**src/rtl/sec_scrub_ctrl.sv**
```systemverilog
// Background memory scrubber: walks every word and, when the corrector
// reports a single-bit fix, writes the corrected word back.
module sec_scrub_ctrl #(
  parameter int unsigned DEPTH    = 256,
  parameter int unsigned AW       = 8,
  parameter int unsigned INTERVAL = 1024
) (
  input  logic          clk,
  input  logic          rst,
  input  logic          en,
  output logic          mem_req,
  output logic          mem_we,
  output logic [AW-1:0] mem_addr,
  output logic [39:0]   mem_wdata,
  input  logic          mem_gnt,
  input  logic [39:0]   mem_rdata,
  output logic [31:0]   dec_data,
  output logic [7:0]    dec_chk,
  output logic          dec_en,
  input  logic [31:0]   dec_corr,
  output logic          busy,
  output logic [15:0]   err_count,
  output logic [AW-1:0] last_err_addr,
  output logic          pass_done
);

  localparam logic [2:0] S_IDLE = 3'd0;
  localparam logic [2:0] S_WAIT = 3'd1;
  localparam logic [2:0] S_RD   = 3'd2;
  localparam logic [2:0] S_CAP  = 3'd3;
  localparam logic [2:0] S_CHK  = 3'd4;
  localparam logic [2:0] S_WR   = 3'd5;
  localparam logic [2:0] S_NEXT = 3'd6;

  localparam int unsigned TW           = 16;
  localparam logic [TW-1:0] TIMER_LOAD = TW'(INTERVAL - 1);
  localparam logic [AW-1:0] LAST_ADDR  = AW'(DEPTH - 1);
  localparam logic [15:0]   ERR_MAX    = 16'hFFFF;

  logic [2:0]    state_q, state_d;
  logic [TW-1:0] timer_q, timer_d;
  logic [AW-1:0] addr_q, addr_d;
  logic [31:0]   raw_data_q, raw_data_d;
  logic [7:0]    raw_chk_q, raw_chk_d;
  logic [31:0]   corr_data_q, corr_data_d;
  logic [15:0]   err_count_q, err_count_d;
  logic [AW-1:0] last_err_addr_q, last_err_addr_d;
  logic          mem_req_q, mem_req_d;
  logic          mem_we_q, mem_we_d;
  logic [39:0]   mem_wdata_q, mem_wdata_d;
  logic          busy_q, busy_d;
  logic          pass_done_q, pass_done_d;

  // Next-state, datapath updates and registered-output look-ahead
  always_comb begin
    state_d         = state_q;
    timer_d         = timer_q;
    addr_d          = addr_q;
    raw_data_d      = raw_data_q;
    raw_chk_d       = raw_chk_q;
    corr_data_d     = corr_data_q;
    err_count_d     = err_count_q;
    last_err_addr_d = last_err_addr_q;

    case (state_q)
      S_IDLE: begin
        if (en) begin
          timer_d = TIMER_LOAD;
          state_d = S_WAIT;
        end
      end
      S_WAIT: begin
        if (!en) begin
          state_d = S_IDLE;
        end else if (timer_q == '0) begin
          state_d = S_RD;
        end else begin
          timer_d = timer_q - TW'(1);
        end
      end
      S_RD: begin
        if (mem_gnt) state_d = S_CAP;
      end
      S_CAP: begin
        raw_data_d = mem_rdata[31:0];
        raw_chk_d  = mem_rdata[39:32];
        state_d    = S_CHK;
      end
      S_CHK: begin
        if (dec_corr != raw_data_q) begin
          corr_data_d     = dec_corr;
          last_err_addr_d = addr_q;
          if (err_count_q != ERR_MAX) err_count_d = err_count_q + 16'd1;
          state_d = S_WR;
        end else begin
          state_d = S_NEXT;
        end
      end
      S_WR: begin
        if (mem_gnt) state_d = S_NEXT;
      end
      S_NEXT: begin
        addr_d = addr_q + AW'(1);
        if (en) begin
          timer_d = TIMER_LOAD;
          state_d = S_WAIT;
        end else begin
          state_d = S_IDLE;
        end
      end
      default: state_d = S_IDLE;
    endcase

    // Outputs are registered from the upcoming state so they line up with it
    mem_req_d   = (state_d == S_RD) || (state_d == S_WR);
    mem_we_d    = (state_d == S_WR);
    mem_wdata_d = (state_d == S_WR) ? {raw_chk_d, corr_data_d} : 40'd0;
    busy_d      = (state_d != S_IDLE);
    // addr_q still holds the finishing word's address when NEXT is entered
    pass_done_d = (state_d == S_NEXT) && (addr_q == LAST_ADDR);
  end

  // State and output registers with synchronous reset
  always_ff @(posedge clk) begin
    if (rst) begin
      state_q         <= S_IDLE;
      timer_q         <= '0;
      addr_q          <= '0;
      raw_data_q      <= '0;
      raw_chk_q       <= '0;
      corr_data_q     <= '0;
      err_count_q     <= '0;
      last_err_addr_q <= '0;
      mem_req_q       <= 1'b0;
      mem_we_q        <= 1'b0;
      mem_wdata_q     <= '0;
      busy_q          <= 1'b0;
      pass_done_q     <= 1'b0;
    end else begin
      state_q         <= state_d;
      timer_q         <= timer_d;
      addr_q          <= addr_d;
      raw_data_q      <= raw_data_d;
      raw_chk_q       <= raw_chk_d;
      corr_data_q     <= corr_data_d;
      err_count_q     <= err_count_d;
      last_err_addr_q <= last_err_addr_d;
      mem_req_q       <= mem_req_d;
      mem_we_q        <= mem_we_d;
      mem_wdata_q     <= mem_wdata_d;
      busy_q          <= busy_d;
      pass_done_q     <= pass_done_d;
    end
  end

  assign mem_req       = mem_req_q;
  assign mem_we        = mem_we_q;
  assign mem_addr      = addr_q;
  assign mem_wdata     = mem_wdata_q;
  assign dec_data      = raw_data_q;
  assign dec_chk       = raw_chk_q;
  assign dec_en        = 1'b1;
  assign busy          = busy_q;
  assign err_count     = err_count_q;
  assign last_err_addr = last_err_addr_q;
  assign pass_done     = pass_done_q;

endmodule

```
**config.mk**
```make
export PLATFORM = sky130hd
export DESIGN_NAME = sec_scrub_ctrl
export DESIGN_NICKNAME = d
export VERILOG_FILES = /design/src/rtl/sec_scrub_ctrl.sv
export SDC_FILE = /design/constraint.sdc
export NUM_CORES = 1
export LEC_CHECK = 0
export CAP_MARGIN = 20
export CORE_UTILIZATION = 30
export CTS_CLUSTER_DIAMETER = 80
export DETAILED_ROUTE_END_ITERATION = 7
export PLACE_DENSITY = 0.66
export SLEW_MARGIN = 15
export SYNTH_ARGS = -nofsm -noshare
export SYNTH_HDL_FRONTEND = slang
export SYNTH_SLANG_ARGS = --single-unit
```
**constraint.sdc**
```tcl
create_clock -name clk -period 2.2 [get_ports clk]
set_input_delay 0.44 -clock clk [delete_from_list [all_inputs] [get_ports clk]]
set_output_delay 0.44 -clock clk [all_outputs]
set_load 0.01 [all_outputs]
```
### Word-level counts from Yosys, hierarchy flattened

Cells that the tools add are included.

* bits in registers: 167
* memories: 0
* latch bits: 0
* logic and storage cells: 58
* bits in writable memories: 0
* ROM bits: 0
* bits of input ports: 76
* output and inout bits: 117

* $lt $le $gt $ge: 0
* shift operators: 0
* divide/modulo/power cells: 0
* eq/ne operators: 15
* $mul: 0
* $add $sub $neg: 3
* bitwise logic cells: 1
* muxes and demuxes: 15
* reduce and logical (&&, ||, !) cells: 11

Operators with widths (number)
* $mux W32: 2
* $mux W16: 3
* $ne A32 B32 Y1: 1
* $pmux W16 S2: 1
* $pmux W3 S7: 1
* $add A16 B1 Y16 const B: 1
* $logic_not A16 Y1: 1
* $ne A16 B16 Y1 const B: 1
* $sub A16 B1 Y16 const B: 1
* $eq A3 B3 Y1 const B: 5
* $mux W3: 5
* $eq A3 B2 Y1 const B: 3
* $add A8 B1 Y8 const B: 1
* $eq A8 B8 Y1 const B: 1
* $mux W8: 1
* $ne A2 B2 Y1 const B: 2
* $reduce_and A4 Y1: 1
* $reduce_or A2 Y1: 2
* $eq A3 B1 Y1 const B: 1
* $logic_not A3 Y1: 1
* $reduce_and A3 Y1: 1
* $reduce_bool A3 Y1: 1
* $mux W2: 1
* $ne A2 B1 Y1 const B: 1
* other kinds (6): 6

### Longest topological paths before layout

* word-level depth: 7
* depth in mapped cells: 9
* gate-level depth less buffers: 8

### Least setup slack after synthesis

No wires, ideal clock.

* path type: register -> register
* start point: reg timer_q[0]
* end point: reg timer_q[8]
* path slack: 115 ps
* data arrival time: 1953 ps
* cell stages (with the launch flop): 10
* data required time: 2067 ps
* clock period less this slack: 2085 ps
* setup time: 133 ps
* path buffers: 1
* path through: dfxtp_1 > inv_1 > ha_1 > or4b_2 > nor4_4 > o31a_4 > buf_6 > nor3_1 > xnor2_1 > a21oi_1

* word-level cells in the longest chain between the ends: 4
* elaborated cells on any way between the ends: 7
* those cells by class: add/sub: 1; eq/ne: 1; mux: 3; reduce/logical: 2

RTL lines
* start, declared: line 41 `logic [TW-1:0] timer_q, timer_d;`
* start signal, assigned: line 141 `timer_q <= timer_d;`
* $sub A16 B1 Y16: line 78 `timer_d = timer_q - TW'(1);`
* $mux W16: line 75 `end else if (timer_q == '0) begin`
* $mux W16: line 73 `if (!en) begin`
* $pmux W16 S2: line 65 `case (state_q)`

Parallel ways exist; a longest one is shown, timed or not. The select of a mux whose other input is x is not followed.
A chain may end at the register's enable or synchronous reset.

### Worst setup path in the final report

* start point: reg raw_data_q[20], in the netlist dec_data[20]
* end point: reg err_count_q[10], in the netlist err_count[10]

* word-level cells in the longest chain between the ends: 2

RTL lines
* start, declared: line 43 `logic [31:0] raw_data_q, raw_data_d;`
* start signal, assigned: line 143 `raw_data_q <= raw_data_d;`
* $ne A32 B32 Y1: line 90 `if (dec_corr != raw_data_q) begin`
* $reduce_and A3 Y1 (no line)
* end signal, assigned: line 146 `err_count_q <= err_count_d;`
* end, declared: line 46 `logic [15:0] err_count_q, err_count_d;`

Every way passes these cells.

==> flow_metrics.env <==
export IMPL_status="complete, but fails checks"
export IMPL_violations="setup timing"
export IMPL_finalWeightedCongestion=0.770
export IMPL_grt_first_pass_wirelength_microns=30800
export IMPL_cts_buffers=17
export IMPL_r2r_end="err_count[10]"
export IMPL_slew_violations=0
export IMPL_peakVddDrop_uv=469
export IMPL_synth_seq_cells=167
export IMPL_power_density_nw_per_um2=614
export IMPL_rrSetupSlack_ns=-0.05
export IMPL_cap_violations=0
export IMPL_syn_nets=867
export IMPL_synthFlopType="dfxtp_1"
export IMPL_dieWidth_microns=151
export IMPL_yosys_warnings=0
export IMPL_startpoint="dec_data[20]"
export IMPL_post_route_min_period_ns=2.25
export IMPL_wirelength_met1_microns=9870
export IMPL_drc=0
export IMPL_drive_above_1_share_pct=23.3
export IMPL_dieHeight_microns=151
export IMPL_fin_util_pct=50.3
export IMPL_crit_required_ns=2.52
export IMPL_wl_met3_microns=886
export IMPL_port_buffers=191
export IMPL_first_pass_iters=5
export IMPL_grt_remaining_overflow=0
export IMPL_path_class="flip-flop to flip-flop"
export IMPL_period_share_pct=102
export IMPL_fillers=2006
export IMPL_rsz0062_at_grt="yes"
export IMPL_grtUsageTotal_pct=17.6
export IMPL_power_mw=6.74
export IMPL_clkTransAtPathRegs_ns=0.07
export IMPL_cts_sinks=167
export IMPL_endpoint_kind="flip-flop"
export IMPL_row_count=54
export IMPL_crit_path_start_kind="flip-flop"
export IMPL_syn_inst=788
export IMPL_first_global_vias=5787
export IMPL_r2r_cells=10
export IMPL_met2_length_microns=10500
export IMPL_grt_start_max_net_pins=80
export IMPL_hold_viol_final=0
export IMPL_cts_root_buf="clkbuf_16"
export IMPL_routedWlPerCell_microns=16.2
export IMPL_p_leak_nw=3.93
export IMPL_worstHoldPathType="input pin to flip-flop"
export IMPL_antenna_found_initial=1
export IMPL_regToRegStartpoint="dec_data[20]"
export IMPL_ant_nets=0
export IMPL_clockBufferDepth=2
export IMPL_drt_iter0_markers=262
export IMPL_final_setup_viol_count=14
export IMPL_crit_path_end="err_count[10]"
export IMPL_setup_ws_ns=-0.0535
export IMPL_htreeDepth=4
export IMPL_yosysSeqAreaShare_pct=50.1
export IMPL_final_area_sq_um=11000
export IMPL_netlist_area_sq_um=6670
export IMPL_crit_path_max_fanout=5
export IMPL_pre_cts_slack_ns=-0.813
export IMPL_clock_skew_ns=0.0109
export IMPL_vias=6409
export IMPL_dpl_hpwl_microns=13700
export IMPL_async_flop_share_pct=0
export IMPL_area_delta_synth_final_pct=64.5
export IMPL_hold_buffers=0
export IMPL_fin_hold_ws_ns=0.368
export IMPL_highest_layer="met4"
export IMPL_cp_arrival_ns=2.57
export IMPL_drt_wl_total_microns=21600
export IMPL_nets=1115
export IMPL_dpl_cell_area_sq_um=9360
export IMPL_core_sq_um=21800
export IMPL_pin_count=193
export IMPL_synth_avg_cell_area_sq_um=8.47
export IMPL_die_area_sq_um=22800
export IMPL_initial_core_util_pct=30.6
export IMPL_ys_types=53
export IMPL_routed_via_density=4.82
export IMPL_timing_fmax_ghz=0.444
export IMPL_synth_edf_count=0
export IMPL_cts_tree="built"
export IMPL_clock_latency_ns=0.43
==> worst min-delay path by stage <==
| stage | from | endpoint | cells after the start | slack, ns |
|---|---|---|---|---|
| 5_1_grt | dec_corr[31] | mem_wdata[31] | 3 | 0.37 |
| 2_1_floorplan | corr_data_q[0] | corr_data_q[0] | 2 | 0.44 |
| 4_1_cts | rst | err_count[4] | 2 | 0.44 |
| 6_report | dec_corr[31] | mem_wdata[31] | 3 | 0.37 |
| 3_3_place_gp | corr_data_q[20] | corr_data_q[20] | 2 | 0.44 |
| 3_5_place_dp | corr_data_q[21] | corr_data_q[21] | 2 | 0.45 |
==> registers in the layout (all words and copies together) (netlist names) <==
| name | cells |
|---|---|
| mem_wdata | 40 |
| corr_data_q | 32 |
| dec_data | 32 |
| err_count | 16 |
| timer_q | 16 |
| dec_chk | 8 |
| last_err_addr | 8 |
| mem_addr | 8 |
| state_q | 3 |
| busy | 1 |
| mem_req | 1 |
| mem_we | 1 |
| pass_done | 1 |
==> kinds of logic (layout without fill, tap and decap cells) <==
logic type | after synthesis | after routing | synth area share, %
buf+inv | 60 | 320 | 3.73
fa+ha+maj | 3 | 3 | 0.563
mux | 9 | 9 | 1.48
flops | 167 | 167 | 50.1
other cells | 1 | 2 | 0.0562
simple gates | 333 | 333 | 23.0
xor+xnor | 49 | 49 | 6.43
compound gates | 166 | 167 | 14.6
==> repair_timing <==
item | 4_1_cts | 5_1_grt
resized for setup | 67 | 101
setup buffers | 6 | 10
cloned | 2 | 7
endpoints found under the setup margin | 101 | 111
pin swaps | 22 | 52
==> Yosys cell counts (all sizes together) (3+ instances only) <==
library cell,instances,area [sq um]
or3,10,68.8
xor2,36,315
dfxtp,167,3340
mux2,7,78.8
nor3,7,35.0
buf,13,72.6
inv,8,30.0
or2,4,25.0
a22oi,31,233
nand2,170,638
clkbuf,39,146
o21ai,10,53.8
nor2b,16,100
nor2,64,240
nor4,18,128
nand4,6,37.5
a21oi,107,536
nand2b,5,31.3
and4,3,26.3
xnor2,13,114
and3,3,18.8
a211oi,3,22.5
o31ai,4,30.0
nand3,12,60.1
ha,3,37.5
or4,9,76.3
==> layout by cell type (no fill, tap or decap), types with 6 or more instances in the layout <==
master / count
dfxtp_1: 150
dlymetal6s2s_1: 12
dfxtp_2: 16
a21oi_1: 102
nand2_1: 169
buf_6: 8
o21ai_0: 7
inv_1: 7
nor3_1: 6
nor2_1: 61
mux2_4: 6
buf_12: 12
nor2b_1: 16
clkdlybuf4s50_1: 158
clkbuf_16: 23
dlygate4sd2_1: 20
buf_4: 63
nand3_1: 11
a22oi_2: 30
or3_1: 8
xor2_1: 13
nor4_1: 6
nor4_4: 7
nand4_1: 6
xnor2_1: 13
xor2_2: 20
or4_1: 6
==> final cells by class <==
class | instances | area, sq um | share of cell area [%]
tap | 280 | 350 | 3.19
sequential | 167 | 3370 | 30.7
multi-input combinational | 562 | 3730 | 34.0
inverter | 8 | 30.0 | 0.274
clock inverter | 12 | 139 | 1.27
antenna | 1 | 2.50 | 0.0228
clock buffer | 20 | 467 | 4.25
timing repair buffer | 280 | 2890 | 26.3
==> through the flow <==
step / cells / TNS (ns)
final: 1330 / -0.409
after global routing: 1330 / -2.64
after CTS: 1314 / -0.290
after detailed placement: 1274 / -67.92
after global placement: 1274 / -69.53
after floorplan: 788 / 0
==> worst max-delay path: stages, from the launching register on <==
cell and delay [ns]:
dfxtp_2 0.33, xor2_1 0.16, nor4_2 0.36, buf_4 0.17
nand4_1 0.14, buf_4 0.19, o21ai_4 0.19, buf_12 0.14
buf_12 0.12, nor4b_4 0.05, mux2_4 0.30
==> where the power goes <==
group | internal, mW | switching (mW)
clock network | 1.78 | 1.31
registers | 3.05 | 0.0353
logic | 0.296 | 0.269
==> metal layers <==
metal | track usage, % | up-vias
met3 | 3.04 | 25
met5 | 0 | -
met4 | 6.50 | 0
met1 | 23.7 | 3059
met2 | 28.1 | 159
li1 | - | 3166
Power figures use the tool's default switching activity.
